[src/rtl/stride_counter_bank.sv]
// stride_counter_bank: NUM_CH independent counters. Each one adds its own
// programmable stride on every enabled cycle, and each channel is set to
// either wrap or saturate when it overflows. The block also has direct
// load, overflow signalling and a registered one-channel readback port.
//
// Strobe semantics: cfg_valid, load_valid and rd_req are single-cycle
// valid-only strobes. There is no ready: each strobe is accepted in the
// cycle it is high. rd_valid answers every rd_req exactly one cycle later
// and lasts one cycle. reset is synchronous and wins over every strobe.
module stride_counter_bank #(
    parameter int NUM_CH = 4,
    parameter int WIDTH  = 8,
    parameter int STEP_W = 4
) (
    input  logic                    clk,
    input  logic                    reset,
    input  logic [NUM_CH-1:0]       en,
    input  logic                    cfg_valid,
    input  logic [3:0]              cfg_ch,
    input  logic [STEP_W-1:0]       cfg_step,
    input  logic                    cfg_sat,
    input  logic                    load_valid,
    input  logic [3:0]              load_ch,
    input  logic [WIDTH-1:0]        load_value,
    input  logic                    rd_req,
    input  logic [3:0]              rd_ch,
    output logic [NUM_CH*WIDTH-1:0] count,
    output logic [NUM_CH-1:0]       wrap_pulse,
    output logic [NUM_CH-1:0]       sat_flag,
    output logic                    rd_valid,
    output logic [WIDTH-1:0]        rd_data
);

    logic [WIDTH-1:0]  cnt_q      [NUM_CH];
    logic [STEP_W-1:0] step_q     [NUM_CH];
    logic [NUM_CH-1:0] sat_mode_q;
    logic [WIDTH:0]    sum        [NUM_CH];
    logic [WIDTH-1:0]  rd_mux;

    // The candidate next value is one bit wider than the counter.
    // Its top bit is the carry, which tells the increment logic that the
    // counter overflowed.
    always_comb begin
        for (int i = 0; i < NUM_CH; i++) begin
            sum[i] = {1'b0, cnt_q[i]} + {{(WIDTH + 1 - STEP_W){1'b0}}, step_q[i]};
        end
    end

    // Packs all counters onto the flat count bus, with channel i in
    // count[i*WIDTH +: WIDTH].
    always_comb begin
        count = '0;
        for (int i = 0; i < NUM_CH; i++) begin
            count[i*WIDTH +: WIDTH] = cnt_q[i];
        end
    end

    // Readback selection. A channel number that does not exist selects
    // nothing, so it reads as zero.
    always_comb begin
        rd_mux = '0;
        for (int i = 0; i < NUM_CH; i++) begin
            if (rd_ch == 4'(i)) begin
                rd_mux = cnt_q[i];
            end
        end
    end

    // Per-channel state. On a channel, load wins over increment. A config
    // write changes the stride and mode used from the next cycle onward,
    // so an increment in the same cycle still uses the old settings.
    always_ff @(posedge clk) begin
        if (reset) begin
            for (int i = 0; i < NUM_CH; i++) begin
                cnt_q[i]      <= '0;
                step_q[i]     <= STEP_W'(i + 1);
                sat_mode_q[i] <= 1'b0;
                sat_flag[i]   <= 1'b0;
                wrap_pulse[i] <= 1'b0;
            end
        end else begin
            for (int i = 0; i < NUM_CH; i++) begin
                wrap_pulse[i] <= 1'b0;
                if (load_valid && (load_ch == 4'(i))) begin
                    cnt_q[i]    <= load_value;
                    sat_flag[i] <= 1'b0;
                end else if (en[i] && (step_q[i] != '0)) begin
                    if (sum[i][WIDTH]) begin
                        if (sat_mode_q[i]) begin
                            cnt_q[i]    <= '1;
                            sat_flag[i] <= 1'b1;
                        end else begin
                            cnt_q[i]      <= sum[i][WIDTH-1:0];
                            wrap_pulse[i] <= 1'b1;
                        end
                    end else begin
                        cnt_q[i] <= sum[i][WIDTH-1:0];
                    end
                end
                if (cfg_valid && (cfg_ch == 4'(i))) begin
                    step_q[i]     <= cfg_step;
                    sat_mode_q[i] <= cfg_sat;
                end
            end
        end
    end

    // Registered readback. It returns the value the counter showed in the
    // request cycle. A request made during reset is dropped.
    always_ff @(posedge clk) begin
        if (reset) begin
            rd_valid <= 1'b0;
            rd_data  <= '0;
        end else begin
            rd_valid <= rd_req;
            rd_data  <= rd_req ? rd_mux : '0;
        end
    end

endmodule

[config.mk]
export PLATFORM = sky130hd
export DESIGN_NAME = stride_counter_bank
export DESIGN_NICKNAME = d
export VERILOG_FILES = /design/src/rtl/stride_counter_bank.sv
export SDC_FILE = /design/constraint.sdc
export NUM_CORES = 1
export LEC_CHECK = 0
export CAP_MARGIN = 15
export CORE_UTILIZATION = 50
export DETAILED_ROUTE_END_ITERATION = 10
export PLACE_DENSITY = 0.88
export SYNTH_ARGS = -nofsm -noshare
export SYNTH_HDL_FRONTEND = slang
export SYNTH_SLANG_ARGS = --single-unit
[constraint.sdc]
create_clock -name clk -period 2.85 [get_ports clk]
set_input_delay 0.4275 -clock clk [delete_from_list [all_inputs] [get_ports clk]]
set_output_delay 0.4275 -clock clk [all_outputs]
set_load 0.05 [all_outputs]
==> impl_metrics.env <==
export IMPL_status="finished clean"
export IMPL_synth_area_leaders="edfxtp_1 (36%), dfxtp_1 (11%), ha_1 (5.0%), a21oi_1 (4.3%), and2_1 (2.7%)"
export IMPL_leakage_nw=1.905
export IMPL_synth_most_common_cell="edfxtp_1"
export IMPL_hold_start="sat_mode_q[1]"
export IMPL_antenna_found_initial=0
export IMPL_rr_startpoint="cnt_q[0][0]"
export IMPL_synth_xor_area_share_pct=4.605
export IMPL_min_period_ns=2.697
export IMPL_worstMarginPinSlew_ns=0.6871
export IMPL_synth_seq_cells=69
export IMPL_r2r_slack_ns=0.15
export IMPL_fillerInstances=602
export IMPL_insertion_delay_ns=0.35
export IMPL_ios=83
export IMPL_muxShareOfSynthArea_pct=4.198
export IMPL_cts_tree="done"
export IMPL_cts_buffers=9
export IMPL_drt_pre_antenna_iters=5
export IMPL_maxSlewViolCount=0
export IMPL_dpl_hpwl_um=8196
export IMPL_coreArea_um2=7727
export IMPL_n_antenna_cell=0
export IMPL_rows=32
export IMPL_irDropWorstVdd_uv=228.5
export IMPL_port_buffers=82
export IMPL_finClkSkew_ns=0.009751
export IMPL_area_growth_pct=28.16
export IMPL_place_gp_congestion=0.9623
export IMPL_postSynth_asyncResetShare_pct=0
export IMPL_endpoint_kind="flip-flop"
export IMPL_cp_arrival_ns=2.76
export IMPL_vias=3411
export IMPL_cts_hold_buf=0
export IMPL_clock_sinks=69
export IMPL_htreeDepth=3
export IMPL_cts_max_path_buffers=2
export IMPL_drtIter0Drc=270
export IMPL_holdPathStages=2
export IMPL_syn_inst=377
export IMPL_ys_seq_area_share_pct=46.62
export IMPL_ys_warn_count=0
export IMPL_synth_compound_area_share_pct=19.96
export IMPL_synth_area_um2=3994
export IMPL_critical_path_required_ns=2.91
export IMPL_cts_root_buf="clkbuf_8"
export IMPL_yosys_area_share_simple_pct=15.01
export IMPL_synth_top_family_by_area="compound AO/OA/AOI/OAI gates"
export IMPL_worstSetupPathType="reg -> reg"
export IMPL_yosysTopAreaCell="edfxtp_1"
export IMPL_ant_nets=0
export IMPL_setup_viol=0
export IMPL_final_layout_size_suffix_gt1_share_pct=9.130
export IMPL_fin_crit_sh_pct=94.65
export IMPL_drc=0
export IMPL_start_util_pct=51.68
export IMPL_synth_area_per_cell_um2=10.59
export IMPL_r2r_worst_path_cells=7
export IMPL_dieArea_um2=8349
export IMPL_synthAdderAreaFrac_pct=7.018
export IMPL_ys_top_cells_by_count="edfxtp_1 (48), a21oi_1 (34), nand2_1 (25), nor2_1 (23)"
export IMPL_crit_fanout=8
export IMPL_grt_pass1_wl_um=16500
export IMPL_relSlewSlack_pct=53.69
export IMPL_hold_end="sat_mode_q[1]"
export IMPL_groute_usage_overall_pct=26.16
export IMPL_postCtsSetupBuffers=0
export IMPL_power_per_cell_area_nw_per_um2=518.8
export IMPL_grt_pass1_vias=3355
export IMPL_synth_net_count=431
export IMPL_fmax_mhz=370.7
export IMPL_die_w_um=91.38
export IMPL_finalHoldViolCount=0
export IMPL_synthDistinctLibCells=53
export IMPL_synth_edf_count=48
export IMPL_rsz0062_at_grt="no"
export IMPL_setup_tns_ns=0
export IMPL_start_kind="flip-flop"
export IMPL_synthFlopType="edfxtp_1"
export IMPL_holdCritPathClass="reg -> reg"
export IMPL_path_clk_slew_ns=0.08
export IMPL_die_h_um=91.38
export IMPL_synth_top_cell_area_share_pct=36.09
export IMPL_rr_endpoint="cnt_q[0][2]"
export IMPL_num_nets_final=520
export IMPL_post_drt_wl_per_cell_um=18.40
export IMPL_hold_ws_ns=0.5033
export IMPL_grt_overflow_total=0
export IMPL_max_cap_violations=0
export IMPL_grt_max_degree=13
export IMPL_drt_total_wl_um=10540
export IMPL_vias_per_cell=5.953
export IMPL_post_cts_resized=0
[critical path, cell delays in order (launching register included)]
cell and delay, ns:
edfxtp_1 0.44, ha_1 0.26, fa_1 0.41, a21o_1 0.20, a21oi_2 0.23, nor2_2 0.11
a2111oi_4 0.60, a21oi_1 0.17
[how the worst max path moves through the flow]
stage	start	to	slack, ns
floorplan	cnt_q[1][0]	cnt_q[1][7]	0.19
global placement	cnt_q[1][0]	cnt_q[1][7]	0.33
detailed placement	cnt_q[0][0]	cnt_q[0][2]	0.19
CTS	cnt_q[0][0]	cnt_q[0][2]	0.17
global route	cnt_q[1][0]	cnt_q[1][7]	0.01
finish	cnt_q[0][0]	cnt_q[0][2]	0.15
[stage by stage]
step	total power (W)	util, %	setup WS, ns	cell area [um^2]	instances
final	0.002656	66.24	0.1525	5119	573
after global routing	0.002745	66.24	0.01334	5119	573
after CTS	0.002640	66.24	0.1734	5119	573
after detailed placement	0.001913	63.83	0.1923	4932	557
after global placement	0.001895	63.83	0.3299	4932	557
after floorplan	0.001668	-	0.1872	3994	377
[final cells by class]
| class | count | area, um^2 | share of cell area, % |
|---|---|---|---|
| clock inverters | 5 | 35.03 | 0.6844 |
| inverters | 17 | 63.81 | 1.247 |
| repair buffers | 86 | 850.8 | 16.62 |
| clock buffers | 11 | 151.4 | 2.958 |
| multi-input cells | 283 | 2028 | 39.62 |
| well taps | 102 | 127.6 | 2.493 |
| flip-flops and latches | 69 | 1862 | 36.37 |
[layer usage]
layer,vias to the layer above,part of all wire (%),routed length (um),track usage [%]
li1,1591,-,-,-
met1,1580,42,4384,32.45
met2,188,45,4792,41.73
met3,52,7.3,774,4.858
met4,0,5.6,591,17.20
met5,-,0,0,0
[placed cells by master, fill, tap and decap left out, drive strengths merged, types with 16 or more instances in the layout]
cell	n
a21oi	38
o21ai	39
nor2	24
nand2	25
ha	16
inv	17
and2	17
clkdlybuf4s50	82
dfxtp	21
edfxtp	48
[cell families (layout without fill, tap and decap cells)]
kind of cell,after synthesis,in the layout
compound gates,119,119
simple gates,110,110
flops,69,69
buf+inv,25,119
xor+xnor,21,21
fa+ha+maj,20,20
mux,13,13
[report_power, final]
part | internal (W) | switching [W]
sequential | 0.00114 | 0.0000902
combinational | 0.000265 | 0.000403
clock | 0.000361 | 0.000392
[flip-flops by register name, indices dropped and copies added (netlist names)]
name        count
rd_data         8
sat_flag        4
step_q         16
rd_valid        1
cnt_q          32
sat_mode_q      4
wrap_pulse      4
Power figures use the tool's default switching activity.
